### config.mk
export PLATFORM = sky130hd
export DESIGN_NAME = seq_pattern_tx
export DESIGN_NICKNAME = d
export VERILOG_FILES = /design/src/rtl/seq_pattern_tx.sv
export SDC_FILE = /design/constraint.sdc
export NUM_CORES = 1
export LEC_CHECK = 0
export ABC_CLOCK_PERIOD_IN_PS = 2070
export BUFFER_PORTS_ARGS = -buffer_cell sky130_fd_sc_hd__buf_4
export CORE_ASPECT_RATIO = 1.4
export CORE_MARGIN = 2
export CORE_UTILIZATION = 35
export CTS_CLUSTER_DIAMETER = 60
export CTS_CLUSTER_SIZE = 20
export DETAILED_ROUTE_END_ITERATION = 12
export SYNTH_ARGS = -nofsm -noshare
export SYNTH_HDL_FRONTEND = slang
export SYNTH_SLANG_ARGS = --single-unit
### constraint.sdc
create_clock -name clk -period 2.07 [get_ports clk]
set_clock_uncertainty 0.05 [all_clocks]
set_input_delay 0.1035 -clock clk [delete_from_list [all_inputs] [get_ports clk]]
set_output_delay 0.1035 -clock clk [all_outputs]
set_load 0.02 [all_outputs]
### src/rtl/seq_pattern_tx.sv
// Serial pattern transmitter: sends a latched PAT_W-bit pattern MSB-first,
// repeat_n times with optional idle gaps, behind a start/busy/done handshake.
module seq_pattern_tx #(
   parameter int PAT_W = 4,
   parameter int CNT_W = 4,
   parameter int GAP_W = 3
) (
   input  logic             clk,
   input  logic             rst,
   input  logic             start,
   input  logic             abort,
   input  logic [PAT_W-1:0] pattern,
   input  logic [CNT_W-1:0] repeat_n,
   input  logic [GAP_W-1:0] gap,
   output logic             x,
   output logic             valid,
   output logic             busy,
   output logic             done
);

   localparam int BW = $clog2(PAT_W);
   localparam logic [BW-1:0] BIT_LAST = BW'(PAT_W - 1);

   typedef enum logic [1:0] {
      IDLE = 2'd0,
      SEND = 2'd1,
      GAP  = 2'd2
   } state_t;

   state_t           state;
   logic [PAT_W-1:0] pat_q;
   logic [PAT_W-1:0] sh;
   logic [BW-1:0]    bit_cnt;
   logic [CNT_W-1:0] rep_cnt;
   logic [GAP_W-1:0] gap_q;
   logic [GAP_W-1:0] gap_cnt;
   logic             last_bit;
   logic             last_copy;
   logic             launch;

   always_comb begin
      last_bit  = (bit_cnt == BIT_LAST);
      last_copy = (rep_cnt == CNT_W'(1));
      launch    = 1'b0;
      // a new job may also begin on the completion edge of the previous one
      if (start && !abort)
         launch = (state == IDLE) || (state == SEND && last_bit && last_copy);
   end

   always_ff @(posedge clk or negedge rst) begin
      if (!rst) begin
         state   <= IDLE;
         pat_q   <= '0;
         sh      <= '0;
         bit_cnt <= '0;
         rep_cnt <= '0;
         gap_q   <= '0;
         gap_cnt <= '0;
         x       <= 1'b0;
         valid   <= 1'b0;
         busy    <= 1'b0;
         done    <= 1'b0;
      end else begin
         done <= 1'b0;
         if (abort && state != IDLE) begin
            state   <= IDLE;
            bit_cnt <= '0;
            rep_cnt <= '0;
            gap_cnt <= '0;
            x       <= 1'b0;
            valid   <= 1'b0;
            busy    <= 1'b0;
         end else if (launch) begin
            pat_q   <= pattern;
            gap_q   <= gap;
            rep_cnt <= repeat_n;
            bit_cnt <= '0;
            gap_cnt <= '0;
            done    <= (state == SEND) || (repeat_n == '0);
            if (repeat_n != '0) begin
               state <= SEND;
               sh    <= {pattern[PAT_W-2:0], 1'b0};
               x     <= pattern[PAT_W-1];
               valid <= 1'b1;
               busy  <= 1'b1;
            end else begin
               state <= IDLE;
               x     <= 1'b0;
               valid <= 1'b0;
               busy  <= 1'b0;
            end
         end else begin
            case (state)
               SEND: begin
                  if (!last_bit) begin
                     bit_cnt <= bit_cnt + 1'b1;
                     x       <= sh[PAT_W-1];
                     sh      <= {sh[PAT_W-2:0], 1'b0};
                  end else if (last_copy) begin
                     state   <= IDLE;
                     bit_cnt <= '0;
                     rep_cnt <= '0;
                     x       <= 1'b0;
                     valid   <= 1'b0;
                     busy    <= 1'b0;
                     done    <= 1'b1;
                  end else begin
                     rep_cnt <= rep_cnt - 1'b1;
                     bit_cnt <= '0;
                     if (gap_q != '0) begin
                        state   <= GAP;
                        gap_cnt <= gap_q;
                        x       <= 1'b0;
                        valid   <= 1'b0;
                     end else begin
                        x  <= pat_q[PAT_W-1];
                        sh <= {pat_q[PAT_W-2:0], 1'b0};
                     end
                  end
               end
               GAP: begin
                  if (gap_cnt == GAP_W'(1)) begin
                     state   <= SEND;
                     gap_cnt <= '0;
                     x       <= pat_q[PAT_W-1];
                     sh      <= {pat_q[PAT_W-2:0], 1'b0};
                     valid   <= 1'b1;
                  end else begin
                     gap_cnt <= gap_cnt - 1'b1;
                  end
               end
               default: state <= IDLE;
            endcase
         end
      end
   end

endmodule

-- Yosys cells after proc, flatten, opt, wreduce, memory -nomap -nowiden
Index checks and enable logic that the tools add are counted.
- add/subtract/negate cells: 3
- bitwise gates (word level): 1
- mux-type cells: 58
- equal/unequal tests: 14
- reductions and logical operators: 25
- operators by type and width (cell ; count):
    $mux W4 ; 11
    $mux W1 ; 26
    $mux W2 ; 10
    $ne A4 B4 Y1 const B ; 5
    $mux W3 ; 6
    $reduce_bool A3 Y1 ; 5
    $pmux W4 S2 ; 1
    $reduce_and A4 Y1 ; 2
    $reduce_bool A4 Y1 ; 2
    $pmux W3 S2 ; 1
    $reduce_and A2 Y1 ; 3
    $reduce_and A3 Y1 ; 2
    $reduce_and A6 Y1 ; 1
    $ne A5 B4 Y1 const B ; 1
    $eq A2 B2 Y1 const B ; 2
    $eq A4 B1 Y1 const B ; 1
    $logic_and A1 B1 Y1 ; 4
    $logic_not A4 Y1 ; 1
    $ne A4 B3 Y1 const B ; 1
    $pmux W1 S2 ; 2
    $pmux W2 S2 ; 1
    $sub A4 B1 Y4 const B ; 1
    $eq A3 B1 Y1 const B ; 1
    $ne A3 B3 Y1 const B ; 1
    other kinds (9) ; 10
- word-level logic and storage cells: 112
- register bits: 26

-- Longest topological paths before layout
Gate-level depths: netlist of the first run.
- depth after elaboration: 7
- gate-level depth with buffers: 8
- depth with buffers taken out: 7

-- Worst setup path after synthesis of the first run
OpenSTA, ideal clock, no wires.
- kind: register to register
- start: register rep_cnt[1]
- end: register sh[1]
- arrival time: 1.895 ns
- setup time: 0.128 ns
- path buffers: 1
- path slack: -0.002 ns
- cell stages (with the launch flop): 9
- required time: 1.892 ns
- path through: dfrtp_1 > inv_1 > ha_1 > or3b_4 > o21ai_4 > nand2b_1 > buf_6 > a22oi_4 > mux2_1
- word-level cells in the longest chain between the ends: 6
- elaborated cells on any way between the ends: 11
- classes of those cells: eq/ne: 5; mux: 2; reduce/logical: 4
- RTL lines (item ; line ; RTL):
    start: declaration ; 34 ; logic [CNT_W-1:0] rep_cnt;
    start signal: assignment ; 76 ; rep_cnt <= repeat_n;
    start signal: assignment ; 108 ; rep_cnt <= rep_cnt - 1'b1;
    $eq A4 B1 Y1 (*) ; 43 ; last_copy = (rep_cnt == CNT_W'(1));
    $logic_and A1 B1 Y1 ; 47 ; launch = (state == IDLE) || (state == SEND && last_bit && last_copy);
    $logic_or A1 B1 Y1 ; 47 ;
    $mux W1 ; 46 ; if (start && !abort)
    $ne A4 B4 Y1 (no line), or another cell as far along ; -- ;
    $reduce_and A6 Y1 (no line) ; -- ;
    end signal: assignment ; 82 ; sh <= {pattern[PAT_W-2:0], 1'b0};
    end signal: assignment ; 98 ; sh <= {sh[PAT_W-2:0], 1'b0};
    end signal: assignment ; 117 ; sh <= {pat_q[PAT_W-2:0], 1'b0};
    end: declaration ; 32 ; logic [PAT_W-1:0] sh;
Mark *: on every way between the ends. The rest lies on a longest branch, timed or not.
A chain may end at the register's enable or synchronous reset.

-- Worst setup path after layout of the first run
- start: register rep_cnt[0]
- end: register sh[2]
Same word-level chain as after synthesis.

==> results of run 1 <==
routing by layer:
metal / wire [um] / up-vias / track usage, %
met5: 0 / - / 0
met4: 101 / 0 / 5.929
met3: 85 / 8 / 2.016
met2: 2012 / 23 / 26.79
met1: 1739 / 671 / 23.09
li1: - / 711 / -
registers in the layout, indices dropped and copies added (netlist names):
| signal | cells |
|---|---|
| sh | 3 |
| gap_q | 3 |
| x | 1 |
| busy | 1 |
| rep_cnt | 4 |
| state | 2 |
| valid | 1 |
| bit_cnt | 2 |
| pat_q | 4 |
| done | 1 |
| gap_cnt | 3 |
worst paths after layout:
kind / depth (start not counted) / slack [ns] / endpoint
setup reg to reg: 6 / 0.02 / sh[2]$_DFFE_PN0P_
hold reg to reg: 2 / 0.43 / pat_q[3]$_DFFE_PN0P_
min in group asynchronous: 2 / 0.21 / gap_cnt[1]$_DFFE_PN0P_
setup / recovery: 6 / 0.02 / sh[2]$_DFFE_PN0P_
max in group asynchronous: 2 / 1.49 / sh[2]$_DFFE_PN0P_
hold / removal: 3 / 0.01 / pat_q[0]$_DFFE_PN0P_
synthesized netlist by cell type (2+ instances only):
cell type / count / area, um2
nand2_1: 29 / 108.9
dfrtp_1: 25 / 625.6
o21ai_0: 11 / 55.05
a21oi_1: 10 / 50.05
ha_1: 9 / 112.6
inv_1: 9 / 33.78
nor2_1: 9 / 33.78
mux2i_1: 7 / 70.07
nand3_1: 6 / 30.03
nand2b_1: 5 / 31.28
nor3_1: 4 / 20.02
clkbuf_1: 3 / 11.26
mux2_1: 3 / 33.78
nor2b_1: 3 / 18.77
o211ai_1: 3 / 22.52
o22ai_1: 3 / 18.77
a2bb2oi_1: 2 / 17.52
a41oi_1: 2 / 17.52
buf_2: 2 / 10.01
o2bb2ai_1: 2 / 17.52
xnor2_1: 2 / 17.52
worst max-delay path, stage by stage (launching register included):
cell     delay, ns
dfrtp_1       0.43
ha_4          0.18
or3b_4        0.28
o21ai_4       0.09
a221o_1       0.36
a22oi_4       0.23
mux2_4        0.32
power breakdown:
group,total [uW],internal (uW),switching [uW]
logic,1400,711,689
registers,816,679,136
clock network,302,138,164
through the flow:
| step | hold WS, ns | total power, uW | instance area [um2] | setup slack (ns) | setup TNS (ns) |
|---|---|---|---|---|---|
| detailed placement | -0.01959 | 2062 | 1902 | 0.01014 | 0 |
| global placement | -0.02198 | 2050 | 1902 | 0.04826 | 0 |
| global route | 0.06106 | 2725 | 2120 | -0.06749 | -0.3378 |
| floorplan | -0.2421 | 1651 | 1598 | 0.02172 | 0 |
| finish | 0.01015 | 2518 | 2120 | 0.02458 | 0 |
| CTS | 0.01118 | 2384 | 2014 | 0.0001348 | 0 |
area by class of cell:
class,count,area [um2]
inverters,9,33.78
multi-input cells,133,954.7
flip-flops and latches,25,625.6
clock buffers,4,45.04
well taps,62,77.57
repair buffers,49,382.9
fillers,430,2344
kinds of logic after synthesis:
family / Yosys count / synth area share (%)
AND/OR/NAND/NOR: 66 / 20.44
AO/OA/AOI/OAI: 45 / 19.97
flip-flops: 25 / 39.15
buffers and inverters: 17 / 4.855
multiplexers: 11 / 7.439
adder cells (fa/ha/maj): 9 / 7.048
XOR/XNOR: 2 / 1.097
what timing repair did:
action,in CTS,in global routing
hold buffers,6,0
pin swaps,0,6
setup buffers,0,7
setup endpoints to repair,1,10
endpoints found under the hold margin,30,0
gates resized for setup,1,13
==> metrics.yaml, run 1 <==
outcome:
  status: "finished, final reports clean"
placement:
  dp_cells: 265
  finalWeightedCongestion: 0.8521
  numPortBuffers: 18
  dp_hpwl_um: 2893
floorplanning:
  die-area_um2: 5129
  die_width_um: 61.11
  io_pins: 19
  start_util_pct: 35.80
  coreArea_um2: 4463
  rows: 29
  die_y_um: 83.95
critical_path:
  crit_arrival_ns: 2.16
  required_ns: 2.18
  crit_path_max_fanout: 4
  cp-startpoint: "rep_cnt[0]$_DFFE_PN0P_"
  timing.rr.start: "rep_cnt[0]$_DFFE_PN0P_"
  cp-start-kind: "register"
  cp-end-kind: "register"
  path_class: "register to register"
synth:
  synth_cell_type_count: 47
  synthCells: 175
  seq_area_frac_synth_pct: 39.15
  ys_ff_latch: 25
  synth_flop_cell: "dfrtp_1"
  yosysWarnings: 0
  synth_nets: 199
  synthArstFlopShare_pct: 100.0
  synth_edf_count: 0
  syn_area_um2: 1598
  syn_area_per_cell_um2: 9.130
clocking:
  tritoncts: "built"
  ctsLongestPathBuffers: 2
  cts.reportedPaths.clkPinSlew_ns: 0.09
  cts_sinks: 25
  ctsHtreeMaxLevel: 1
  cts_made_buffers: 3
  worstSkewPairLatency_ns: 0.27
  cts_root_buffer: "clkbuf_8"
route:
  drt_iter0_drc: 29
  viasPerCell: 5.011
  via_count: 1413
  routed_wl_um: 3937
  drc: 0
  wl_per_cell_um: 13.96
  dr.pass1.iters: 4
  ant_nets: 0
sta:
  final.period_utilization_pct: 98.81
  max-slew-margin-rel_pct: 78.05
  rsz0062_at_grt: "yes"
  setup_viol: 0
  fmax_ghz: 0.4889
  finalHoldViolations: 0
  layout_min_cycle_time_ns: 2.045
  slew_viol_final: 0
  tightest_slew_ns: 0.3252
global_route:
  grt.overflow.total: 0
  grt_pass1_vias: 1417
  grt_usage_pct: 16.89
  grt_max_degree: 26
  grt_pass1_wl_um: 6644
  antenna_found_initial: 0
finish:
  stdcell_count: 282
  nNetsFinal: 245
  syn2layout_area_growth_pct: 32.65
  drive_gt1_share_pct: 29.55
  layout_common_cells: "43 x buf_4, 29 x nand2_1, 25 x dfrtp_1"
  fin_util_pct: 47.49
  diodes: 0
  layout_commonest_cell: "buf_4"
min_path:
  hold_path.startpoint: "pattern[0]"
  hold_path_class: "primary input to register"
job:
  maxCapViolCount: 0
power_and_ir_drop:
  power_density_nw_per_um2: 1188
  leakage_uw: 0.0009837
  peakVddDrop_mv: 0.4481
Note: power is estimated with default switching activity, not from simulation.
==> run 2, diff against run 1 <==
--- a/config.mk
+++ b/config.mk
@@ -5,7 +5,7 @@
 export SDC_FILE = /design/constraint.sdc
 export NUM_CORES = 1
 export LEC_CHECK = 0
-export ABC_CLOCK_PERIOD_IN_PS = 2070
+export ABC_CLOCK_PERIOD_IN_PS = 1900
 export BUFFER_PORTS_ARGS = -buffer_cell sky130_fd_sc_hd__buf_4
 export CORE_ASPECT_RATIO = 1.4
 export CORE_MARGIN = 2
==> constraint.sdc (replaced) <==
create_clock -name clk -period 1.9 [get_ports clk]
set_clock_uncertainty 0.05 [all_clocks]
set_input_delay 0.095 -clock clk [delete_from_list [all_inputs] [get_ports clk]]
set_output_delay 0.095 -clock clk [all_outputs]
set_load 0.02 [all_outputs]
==> run 2 against run 1 <==
Net effect:
- the flow now finishes with violations (negative setup slack)
- critical path type unchanged
- worst hold slack better by 0.037 ns
- combinational power is 24% higher
- first-iteration DRC count is 28% higher
- final area is 9.9% higher
- power is 17% higher
- final cell count is 7.8% higher
==> metrics.yaml, run 2 (same netlist as run 1, synthesis figures left out) <==
critical_path:
  cp_cell_sequence: "inv_2 > ha_4 > or3b_4 > o21ai_4 > a221o_1 > a22oi_4 > mux2_4"  # was ha_4 > or3b_4 > o21ai_4 > a221o_1 > a22oi_4 > mux2_4
  crit_path_top_delay_cell: "or3b_4"  # was dfrtp_1
  required_ns: 2.02  # was 2.18 ns
  critPathMaxStageDelay_ns: 0.42  # was 0.43 ns
  crit_path_max_fanout: 4  # unchanged
  path_class: "register to register"  # unchanged
  cp-start-kind: "register"  # unchanged
  crit_arrival_ns: 2.15  # was 2.16 ns
  cp-end-kind: "register"  # unchanged
  rr_worst_depth: 7  # was 6
route:
  viasPerCell: 4.918  # was 5.011
  routed_wl_um: 4066  # was 3937 um
  drt_iter0_drc: 37  # was 29
  dr.pass1.iters: 5  # was 4
  wl_per_cell_um: 13.38  # was 13.96 um
  drc: 0  # unchanged
  ant_nets: 0  # unchanged
  via_count: 1495  # was 1,413
finish:
  syn2layout_area_growth_pct: 45.81  # was 32.65%
  diodes: 0  # unchanged
  largestRegisters: "pat_q (4), rep_cnt (4)"  # unchanged
  nFillCells: 423  # was 430
  nNetsFinal: 267  # was 245
  layout_common_cells: "61 x buf_4, 29 x nand2_1, 25 x dfrtp_1"  # was 43 x buf_4, 29 x nand2_1, 25 x dfrtp_1
  fin_util_pct: 52.20  # was 47.49%
  drive_gt1_share_pct: 36.36  # was 29.55%
  layout_commonest_cell: "buf_4"  # unchanged
min_path:
  min_path_cells: 3  # unchanged
  hold_path_class: "primary input to register"  # unchanged
power_and_ir_drop:
  peakVddDrop_mv: 0.5700  # was 0.4481 mV
  net-switching-power_uw: 1116  # was 989.6 uW
  p_clk_share_pct: 11.2  # was 12.0%
  leakage_uw: 0.001106  # was 0.0009837 uW
  pwr-share-seq_pct: 29.6  # was 32.4%
  p_sw_share_pct: 38.04  # was 39.30%
  p_int_uw: 1818  # was 1529 uW
  combPwrFrac_pct: 59.2  # was 55.6%
  power_density_nw_per_um2: 1259  # was 1188 nW/um2
clocking:
  cts_made_buffers: 3  # unchanged
  cts_sinks: 25  # unchanged
  ctsHtreeMaxLevel: 1  # unchanged
  tritoncts: "built"  # unchanged
  ctsLongestPathBuffers: 2  # unchanged
  worstSkewPairLatency_ns: 0.28  # was 0.27 ns
  cts.reportedPaths.clkPinSlew_ns: 0.09  # about the same
  cts_root_buffer: "clkbuf_8"  # unchanged
sta:
  rsz0062_at_grt: "yes"  # unchanged
  hold_ws_ns: 0.04715  # was 0.01015 ns
  fmax_ghz: 0.4931  # was 0.4889 GHz
  max-slew-margin-rel_pct: 74.94  # was 78.05%
  finalHoldViolations: 0  # unchanged
  worst_slack_ns: -0.1278  # was 0.02458 ns
  tightest_slew_ns: 0.3720  # was 0.3252 ns
  layout_min_cycle_time_ns: 2.028  # was 2.045 ns
  slew_viol_final: 0  # unchanged
  final.period_utilization_pct: 106.7  # was 98.81%
  setup_viol: 7  # was 0
global_route:
  antenna_found_initial: 0  # unchanged
  grt_max_degree: 26  # unchanged
  grt.overflow.total: 0  # unchanged
  grt_usage_pct: 17.76  # was 16.89%
  grt_pass1_vias: 1526  # was 1,417
  grt_pass1_wl_um: 6934  # was 6644 um
floorplanning:
  coreArea_um2: 4463  # unchanged
  start_util_pct: 35.80  # unchanged
  die_y_um: 83.95  # unchanged
  io_pins: 19  # unchanged
  die-area_um2: 5129  # unchanged
  rows: 29  # unchanged
  die_width_um: 61.11  # unchanged
placement:
  dp_hpwl_um: 2973  # was 2893 um
  numPortBuffers: 18  # unchanged
  dp_slack_ns: -0.1266  # was 0.01014 ns
  finalWeightedCongestion: 0.8393  # was 0.8521
outcome:
  failed_checks: "negative setup slack"
  status: "complete, but fails checks"  # was finished, final reports clean
job:
  maxCapViolCount: 0  # unchanged
## run 2: changes by cell type in the layout (fill, tap and decap cells not counted), sizes merged
cell / change
buf: +20
dlygate4sd3: +2
## run 2: worst max-delay path: cells and delay by family, from the launching register on
family,cells,cell delay [ns]
AND/OR/NAND/NOR,1,0.42
flip-flops,1,0.40
multiplexers,1,0.31
AO/OA/AOI/OAI,3,0.53
adder cells (fa/ha/maj),1,0.13
buffers and inverters,1,0.08
## run 2: final cells by class
type                    instances  area (um2)  share of cell area [%]
clock buffers                   4       45.04                   1.933
inverters                       9       33.78                   1.450
multi-input cells             133       978.4                   42.00
flip-flops and latches         25       625.6                   26.85
well taps                      62       77.57                   3.330
repair buffers                 71       569.3                   24.44
## run 2: per-stage QoR
step           std cells  setup TNS, ns  area (um2)  power [uW]
2_1_floorplan        175        -0.3083        1625        1844
3_3_place_gp         285        -0.4564        2090        2424
3_5_place_dp         285        -0.7466        2090        2456
4_1_cts              299        -0.5124        2246        2848
5_1_grt              304         -1.565        2330        3181
6_report             304        -0.4859        2330        2934
## run 2: layer usage
| layer | vias up | track usage, % | share of wire [%] |
|---|---|---|---|
| met4 | 0 | 7.312 | 2.8 |
| met1 | 706 | 22.27 | 44 |
| met2 | 27 | 29.98 | 51 |
| met3 | 9 | 1.550 | 1.9 |
| met5 | - | 0 | 0 |
| li1 | 753 | - | - |
## run 2: timing repair
item                                   in CTS  in global routing
endpoints found under the hold margin      32                  0
setup endpoints to repair                  11                 18
pin swaps                                   0                  5
resized for setup                           4                  9
cloned                                      0                  0
buffers inserted                            2                  5
hold buffers                                8                  0
## run 2: power by group through the flow
stage	logic (uW)	registers, uW	clock network, uW
after floorplan	940	904	0
final	1740	868	330
after global placement	1550	875	0
after CTS	1640	869	342
after detailed placement	1580	880	0
after global routing	1940	890	355
## run 2: final timing paths
check	from	end	slack (ns)
max	rep_cnt[1]$_DFFE_PN0P_	sh[1]$_DFFE_PN0P_	-0.13
min	repeat_n[1]	rep_cnt[1]$_DFFE_PN0P_	0.05
max reg2reg	rep_cnt[1]$_DFFE_PN0P_	sh[1]$_DFFE_PN0P_	-0.13
min reg2reg	pat_q[1]$_DFFE_PN0P_	pat_q[1]$_DFFE_PN0P_	0.43
max in group asynchronous	rst	sh[1]$_DFFE_PN0P_	1.35
min in group asynchronous	rst	state[0]$_DFFE_PN0P_	0.20
